**src/rtl/ita_max_stream_pkg.sv**
```systemverilog
// Shared types and helpers for the streaming running-max unit.
// Holds WIDTH-independent items only; lane types live in the modules.
package ita_max_stream_pkg;

  localparam int MAX_STREAM_ROWS = 4;

  function automatic int idx_width(input int n);
    return (n > 1) ? $clog2(n) : 1;
  endfunction

  localparam int MAX_STREAM_RW = idx_width(MAX_STREAM_ROWS);

  typedef logic [MAX_STREAM_RW-1:0] max_stream_row_t;

  typedef struct packed {
    logic first;
    logic last;
  } beat_flags_t;

endpackage

```
**src/rtl/ita_max_stream_if.sv**
```systemverilog
// Beat/result handshake bundle for ita_max_stream.
// slave: DUT view (beats in, results out); master: upstream/downstream view.
interface ita_max_stream_if #(
  parameter int N     = 16,
  parameter int WIDTH = 8,
  parameter int RW    = 2
);

  logic             valid_i;
  logic             ready_o;
  logic [N*WIDTH-1:0] data_i;
  logic [N-1:0]     mask_i;
  logic [RW-1:0]    row_i;
  logic             first_i;
  logic             last_i;

  logic             valid_o;
  logic             ready_i;
  logic [WIDTH-1:0] max_o;
  logic [WIDTH-1:0] max_diff_o;
  logic [RW-1:0]    row_o;
  logic             last_o;

  modport slave (
    input  valid_i, data_i, mask_i,
    input  row_i, first_i, last_i,
    input  ready_i,
    output ready_o,
    output valid_o, max_o, max_diff_o,
    output row_o, last_o
  );

  modport master (
    output valid_i, data_i, mask_i,
    output row_i, first_i, last_i,
    output ready_i,
    input  ready_o,
    input  valid_o, max_o, max_diff_o,
    input  row_o, last_o
  );

endinterface

```
**src/rtl/ita_max_stream_tree.sv**
```systemverilog
// ita_max_tree: combinational masked signed max over N lanes.
// Ports: data_i (N lanes), mask_i (1 = lane used), max_o (MIN if none).
module ita_max_tree #(
  parameter int N     = 16,
  parameter int WIDTH = 8
) (
  input  logic [N*WIDTH-1:0]      data_i,
  input  logic [N-1:0]            mask_i,
  output logic signed [WIDTH-1:0] max_o
);

  localparam logic signed [WIDTH-1:0] MIN =
    {1'b1, {(WIDTH-1){1'b0}}};

  // Heap layout: node i has children 2i+1, 2i+2;
  // leaves occupy N-1 .. 2N-2, giving log2(N) levels.
  logic signed [WIDTH-1:0] node [2*N-1];

  for (genvar k = 0; k < N; k++) begin : g_leaf
    assign node[N-1+k] = mask_i[k]
      ? $signed(data_i[k*WIDTH +: WIDTH])
      : MIN;
  end

  for (genvar i = 0; i < N-1; i++) begin : g_node
    assign node[i] = (node[2*i+1] >= node[2*i+2])
      ? node[2*i+1]
      : node[2*i+2];
  end

  assign max_o = node[0];

endmodule

```
**src/rtl/ita_max_stream.sv**
```systemverilog
// Row-indexed streaming running max with increase, two-stage pipeline.
// Ports: clk_i, rst_i (async high), clear_i (sync flush), s (beat/result bus).
module ita_max_stream
  import ita_max_stream_pkg::*;
#(
  parameter int N     = 16,
  parameter int WIDTH = 8,
  parameter int ROWS  = 4,
  parameter int RW    = idx_width(ROWS)
) (
  input  logic clk_i,
  input  logic rst_i,
  input  logic clear_i,
  ita_max_stream_if.slave s
);

  typedef logic signed [WIDTH-1:0] lane_t;

  localparam lane_t MIN = {1'b1, {(WIDTH-1){1'b0}}};

  lane_t       beat_max;
  logic        enable;
  logic        accept;
  lane_t       prev;
  lane_t       new_max;
  logic [WIDTH-1:0] diff;

  logic        s1_valid_q, s1_valid_d;
  lane_t       s1_max_q, s1_max_d;
  logic [RW-1:0] s1_row_q, s1_row_d;
  beat_flags_t s1_flags_q, s1_flags_d;

  logic        valid_q, valid_d;
  lane_t       max_q, max_d;
  logic [WIDTH-1:0] diff_q, diff_d;
  logic [RW-1:0] row_q, row_d;
  logic        last_q, last_d;

  lane_t       entry_q [ROWS];
  lane_t       entry_d [ROWS];

  ita_max_tree #(
    .N     (N),
    .WIDTH (WIDTH)
  ) u_tree (
    .data_i (s.data_i),
    .mask_i (s.mask_i),
    .max_o  (beat_max)
  );

  always_comb begin
    enable  = !valid_q || s.ready_i;
    accept  = s.valid_i && enable && !clear_i;

    prev    = s1_flags_q.first ? MIN : entry_q[s1_row_q];
    new_max = (s1_max_q > prev) ? s1_max_q : prev;
    // new >= prev, so the true difference is 0..2^WIDTH-1 and
    // the low WIDTH bits of the wrap-around subtraction are exact.
    diff    = s1_flags_q.first
      ? '0
      : WIDTH'(new_max - prev);

    s1_valid_d = s1_valid_q;
    s1_max_d   = s1_max_q;
    s1_row_d   = s1_row_q;
    s1_flags_d = s1_flags_q;
    valid_d    = valid_q;
    max_d      = max_q;
    diff_d     = diff_q;
    row_d      = row_q;
    last_d     = last_q;
    entry_d    = entry_q;

    if (clear_i) begin
      s1_valid_d = 1'b0;
      valid_d    = 1'b0;
      for (int r = 0; r < ROWS; r++) begin
        entry_d[r] = MIN;
      end
    end else if (enable) begin
      s1_valid_d = accept;
      if (accept) begin
        s1_max_d   = beat_max;
        s1_row_d   = s.row_i;
        s1_flags_d = '{first: s.first_i, last: s.last_i};
      end
      valid_d = s1_valid_q;
      if (s1_valid_q) begin
        max_d  = new_max;
        diff_d = diff;
        row_d  = s1_row_q;
        last_d = s1_flags_q.last;
        for (int r = 0; r < ROWS; r++) begin
          if (s1_row_q == RW'(r)) begin
            entry_d[r] = new_max;
          end
        end
      end
    end
  end

  always_ff @(posedge clk_i or posedge rst_i) begin
    if (rst_i) begin
      s1_valid_q <= 1'b0;
      s1_max_q   <= MIN;
      s1_row_q   <= '0;
      s1_flags_q <= '0;
      valid_q    <= 1'b0;
      max_q      <= '0;
      diff_q     <= '0;
      row_q      <= '0;
      last_q     <= 1'b0;
      for (int r = 0; r < ROWS; r++) begin
        entry_q[r] <= MIN;
      end
    end else begin
      s1_valid_q <= s1_valid_d;
      s1_max_q   <= s1_max_d;
      s1_row_q   <= s1_row_d;
      s1_flags_q <= s1_flags_d;
      valid_q    <= valid_d;
      max_q      <= max_d;
      diff_q     <= diff_d;
      row_q      <= row_d;
      last_q     <= last_d;
      for (int r = 0; r < ROWS; r++) begin
        entry_q[r] <= entry_d[r];
      end
    end
  end

  assign s.ready_o    = enable && !clear_i;
  assign s.valid_o    = valid_q;
  assign s.max_o      = max_q;
  assign s.max_diff_o = diff_q;
  assign s.row_o      = row_q;
  assign s.last_o     = last_q;

endmodule
```
**src/flat_wrapper.sv**
```systemverilog
// flat-port wrapper written by rule: the top's interface ports become plain ports
module ita_max_stream_flat import ita_max_stream_pkg::*;
#(
  parameter int N     = 16,
  parameter int WIDTH = 8,
  parameter int ROWS  = 4,
  parameter int RW    = idx_width(ROWS)
)
  (clk_i, rst_i, clear_i, s_valid_i, s_data_i, s_mask_i, s_row_i, s_first_i, s_last_i, s_ready_i, s_ready_o, s_valid_o, s_max_o, s_max_diff_o, s_row_o, s_last_o);
  ita_max_stream_if #(.N(N), .WIDTH(WIDTH), .RW(RW)) s_i ();
  input  logic clk_i;
  input  logic rst_i;
  input  logic clear_i;
  input wire logic [$bits(s_i.valid_i)-1:0] s_valid_i;
  input wire logic [$bits(s_i.data_i)-1:0] s_data_i;
  input wire logic [$bits(s_i.mask_i)-1:0] s_mask_i;
  input wire logic [$bits(s_i.row_i)-1:0] s_row_i;
  input wire logic [$bits(s_i.first_i)-1:0] s_first_i;
  input wire logic [$bits(s_i.last_i)-1:0] s_last_i;
  input wire logic [$bits(s_i.ready_i)-1:0] s_ready_i;
  output wire logic [$bits(s_i.ready_o)-1:0] s_ready_o;
  output wire logic [$bits(s_i.valid_o)-1:0] s_valid_o;
  output wire logic [$bits(s_i.max_o)-1:0] s_max_o;
  output wire logic [$bits(s_i.max_diff_o)-1:0] s_max_diff_o;
  output wire logic [$bits(s_i.row_o)-1:0] s_row_o;
  output wire logic [$bits(s_i.last_o)-1:0] s_last_o;
  assign s_i.valid_i = s_valid_i;
  assign s_i.data_i = s_data_i;
  assign s_i.mask_i = s_mask_i;
  assign s_i.row_i = s_row_i;
  assign s_i.first_i = s_first_i;
  assign s_i.last_i = s_last_i;
  assign s_i.ready_i = s_ready_i;
  assign s_ready_o = s_i.ready_o;
  assign s_valid_o = s_i.valid_o;
  assign s_max_o = s_i.max_o;
  assign s_max_diff_o = s_i.max_diff_o;
  assign s_row_o = s_i.row_o;
  assign s_last_o = s_i.last_o;
  ita_max_stream #(.N(N), .WIDTH(WIDTH), .ROWS(ROWS), .RW(RW)) u_core (.clk_i(clk_i), .rst_i(rst_i), .clear_i(clear_i), .s(s_i));
endmodule
```
**config.mk**
```make
export PLATFORM = sky130hd
export DESIGN_NAME = ita_max_stream_flat
export DESIGN_NICKNAME = d
export VERILOG_FILES = /design/src/rtl/ita_max_stream_pkg.sv /design/src/rtl/ita_max_stream_if.sv /design/src/rtl/ita_max_stream_tree.sv /design/src/rtl/ita_max_stream.sv /design/src/flat_wrapper.sv
export SDC_FILE = /design/constraint.sdc
export NUM_CORES = 1
export LEC_CHECK = 0
export CORE_ASPECT_RATIO = 0.5
export CORE_MARGIN = 4
export CORE_UTILIZATION = 55
export DETAILED_ROUTE_END_ITERATION = 6
export PLACE_DENSITY = 0.95
export SETUP_SLACK_MARGIN = 0.05
export SYNTH_ARGS = -nofsm -noshare
export SYNTH_HDL_FRONTEND = slang
export SYNTH_SLANG_ARGS = --single-unit
```
**constraint.sdc**
```tcl
create_clock -name clk_i -period 16.27 [get_ports clk_i]
set_clock_uncertainty 0.15 [all_clocks]
set_input_delay 2.4405 -clock clk_i [delete_from_list [all_inputs] [get_ports clk_i]]
set_output_delay 2.4405 -clock clk_i [all_outputs]
set_load 0.005 [all_outputs]
```
==> impl_summary.md <==
Synth
The number of synthesized register bits is 65. The largest area contributor in the netlist is sky130_fd_sc_hd__ha_1. The number of enable flip-flop cells after synthesis is 0. The net count after synthesis is 1385. During synthesis, Yosys emitted a total of 0 warnings.

The mean cell area of the mapped netlist is 7.71 µm². The count of different cell masters after synthesis is 85. The summed instance area of the synthesized netlist is 8550 µm². In the post-synthesis netlist, the biggest area contributors are sky130_fd_sc_hd__ha_1, sky130_fd_sc_hd__dfrtp_1, sky130_fd_sc_hd__nand2_1. Of all flip-flops after synthesis, the portion carrying an async set or reset was 100%. Of the synthesized area, sequential elements account for 19.1%.

The post-synthesis instance total is 1108. The main flop type after synthesis is sky130_fd_sc_hd__dfrtp_1. The top cell type by area accounts for 18.0% of the synthesized area.

STA
The setup TNS is 0 ns. Of the available clock period, the critical path in the final layout requires 70.0%. The number of max-slew violations in the final report was 0.

The smallest clock period supported by the final layout is computed as 11.39 ns. The relative max-transition margin is 16.0%. The count of endpoints failing setup in the final report is 0. Setup repair after global routing left no endpoint under its margin. Derived from the worst setup path, the maximum achievable clock frequency is 0.0878 GHz. The number of hold violations in the final report is 0.

At the pin with the least slew margin, the transition time is 1.26 ns.

Critical path
In this design, the stage delay of the slowest critical-path cell is 0.71 ns. Along the worst path, the maximum fanout reaches 15. The worst setup path is captured at a flop. STA puts the critical path data required time at 16.36 ns. For the worst flop-to-flop path, the logic depth is 24.

The most frequent cell on the critical path is sky130_fd_sc_hd__a21oi_1. STA classifies the critical path startpoint as a primary input. In this run the worst setup path begins at s_mask_i[1]. The beginning of the worst register-to-register path is u_core.s1_row_q[0].

The worst setup path is of the in -> reg kind. For this design, the slowest cell found on the critical path is sky130_fd_sc_hd__o21ai_1. The end point of the critical path is u_core.s1_max_q[2]. Data on the critical path arrives at its endpoint at 11.49 ns. The setup slack of the worst register-to-register path is 9.69 ns.

The worst register-to-register path ends at u_core.s.max_diff_o[7].

Layout
The area added between synthesis and finish is 25.0%. The final cell count without fillers is 1459. The library cells used most frequently in the layout, excluding fill and tap cells, are sky130_fd_sc_hd__clkdlybuf4s50_1, sky130_fd_sc_hd__nand2_1, sky130_fd_sc_hd__ha_1.

The total number of nets in the final design is 1533. The most frequent standard cell in the layout excluding fill and tap cells is sky130_fd_sc_hd__clkdlybuf4s50_1. The fraction of layout instances using a drive strength above 1 is 6.90%.

The number of antenna cells inserted is 0.

Clock tree
In this run the deepest clock path goes through 2 buffers. The clock tree from TritonCTS is done. Post-CTS repair changed the size of 0 cells. The post-CTS clock slew at the launch and capture registers of the worst setup and hold paths is 0.05 ns. Once the clock tree was built, the setup fixing pass inserted 0 buffers. The H-tree generated during clock tree synthesis spans 3 levels. The root buffer cell is sky130_fd_sc_hd__clkbuf_16.

After clock tree synthesis, the flow added hold-fix buffers numbering 0. The clock net in this run drives a total of 65 sinks. TritonCTS created 9 clock buffers. Clock latency on the worst-skew pair, taken at its later pin, is 0.33 ns.

Routing
The per-cell via count in the routed design is 5.93. The total routed wirelength is 23.7 mm. For this run, design rule violations remaining after detail routing come to 0. The routed via count is 8653. Dividing the detail-routed wire length by the instance count gives 16.2 µm.

Before antenna repair, the detailed router went through 6 iterations. The count of nets left with antenna violations once routing finished came out at 0. The detailed router finished its first iteration with 621 violations.

GRT
Global routing consumed, over all layers together, 26.3% of the routing resources. The number of antenna violations at the first check in global routing was 0. The total overflow left after global routing is 0.

The largest net degree at the start of global routing is 66. The first global-routing pass estimated 38.6 mm of wire. The via count of the first global-routing pass is 8426.

Die
The initial standard-cell utilization of the core is 57.7%. The height of the chip is 96.2 µm. The placeable core area is 14800 µm². The area enclosed by the die boundary is 17700 µm². Measured along the x axis, the die boundary spans 184 µm. Row generation in the floorplan step produced 31 rows. The number of I/O pins is 174.

Hold path
The worst hold-check path type is reg -> reg. The number of stages on the worst hold path is 2.

Placed design
The final weighted congestion of routability-driven global placement is 0.931. The wire-length estimate of the detail-placed layout is 19.1 mm. The instance count after placement with tap cells included is 1443.

During placement, the flow inserted port buffers numbering 173.

Power
The leakage power summed over all cells is 4.99 nW. The power density of the placed cells is 124 nW/µm². The maximum VDD drop is 0.0710 mV.

Outcome
The flow ran to the end, and the final reports show no timing, DRC or antenna violations.

Flow run
The tool flagged a number of max-cap violations equal to 0.
## critical path, delay by kind of cell
family | cells | cell delay [ns]
AO/OA/AOI/OAI | 19 | 4.63
adder cells (fa/ha/maj) | 4 | 1.26
buffers and inverters | 2 | 0.76
multiplexers | 1 | 0.34
AND/OR/NAND/NOR | 10 | 2.08
## stage by stage
step | power (mW) | setup slack, ns | hold WS, ns | instance area, µm² | util (%)
2_1_floorplan | 0.859 | 6.57 | 0.292 | 8550 | -
3_3_place_gp | 1.05 | 5.32 | 0.311 | 10400 | 70.2
3_5_place_dp | 1.10 | 4.79 | 0.320 | 10400 | 70.2
4_1_cts | 1.30 | 5.13 | 0.332 | 10700 | 72.1
5_1_grt | 1.42 | 4.16 | 0.352 | 10700 | 72.1
6_report | 1.32 | 4.88 | 0.321 | 10700 | 72.1
## kinds of logic (layout without fill, tap and decap cells)
group,Yosys count,in the layout,share of synthesized area (%)
AND/OR/NAND/NOR,421,421,23.0
multiplexers,75,75,10.6
XOR/XNOR,11,11,1.13
flip-flops,65,65,19.1
adder cells (fa/ha/maj),127,127,18.6
buffers and inverters,151,304,6.85
AO/OA/AOI/OAI,258,258,20.7
## routing by layer
layer | vias up | part of all wire, % | global-route usage, %
met5 | - | 0 | 0
met4 | 0 | 2.2 | 7.69
met3 | 67 | 6.5 | 3.36
met2 | 357 | 50 | 48.4
met1 | 4041 | 42 | 32.7
li1 | 4188 | - | -
## how the worst min path moves through the flow
stage | startpoint | endpoint | slack [ns]
after floorplan | u_core.s1_flags_q[0] | u_core.s1_flags_q[0] | 0.29
after global placement | u_core.s.max_diff_o[0] | u_core.s.max_diff_o[0] | 0.31
after detailed placement | u_core.s.max_o[2] | u_core.s.max_o[2] | 0.32
after CTS | u_core.s.max_o[2] | u_core.s.max_o[2] | 0.33
after global routing | u_core.s.max_o[0] | u_core.s.max_o[0] | 0.35
final | u_core.s.max_o[2] | u_core.s.max_o[2] | 0.32
## synthesized netlist by cell type (30+ instances only)
cell                       count
sky130_fd_sc_hd__a211oi_1     32
sky130_fd_sc_hd__a21oi_1      47
sky130_fd_sc_hd__and2_1       30
sky130_fd_sc_hd__clkbuf_1     33
sky130_fd_sc_hd__dfrtp_1      60
sky130_fd_sc_hd__ha_1        123
sky130_fd_sc_hd__inv_1       110
sky130_fd_sc_hd__mux2i_1      39
sky130_fd_sc_hd__nand2_1     171
sky130_fd_sc_hd__nand3_1      31
sky130_fd_sc_hd__nor2_1       91
sky130_fd_sc_hd__o21ai_0      74
## layout make-up
cell class	count	area, µm²
clock buffer	13	250
clock inverter	3	40.0
fill	1081	4130
inverter	110	413
multi-input combinational	892	6330
sequential	65	1630
tap	198	248
timing repair buffer	178	1770
## sequential cells by signal (all words and copies together), names as in the netlist
name                 count
u_core.s1_max_q          8
u_core.s1_row_q          2
u_core.s1_flags_q        2
u_core.s.valid_o         1
u_core.s.max_diff_o      8
u_core.s.max_o           8
u_core.s1_valid_q        1
u_core.entry_q          32
u_core.s.row_o           2
u_core.s.last_o          1
## where the power goes
part / internal [mW] / switching (mW) / total, mW / leakage (nW)
Combinational: 0.407 / 0.488 / 0.895 / 4.01
Clock: 0.122 / 0.0677 / 0.190 / 0.144
Sequential: 0.201 / 0.0355 / 0.237 / 0.840
Total: 0.731 / 0.592 / 1.32 / 4.99
(Power assumes the default switching activity.)
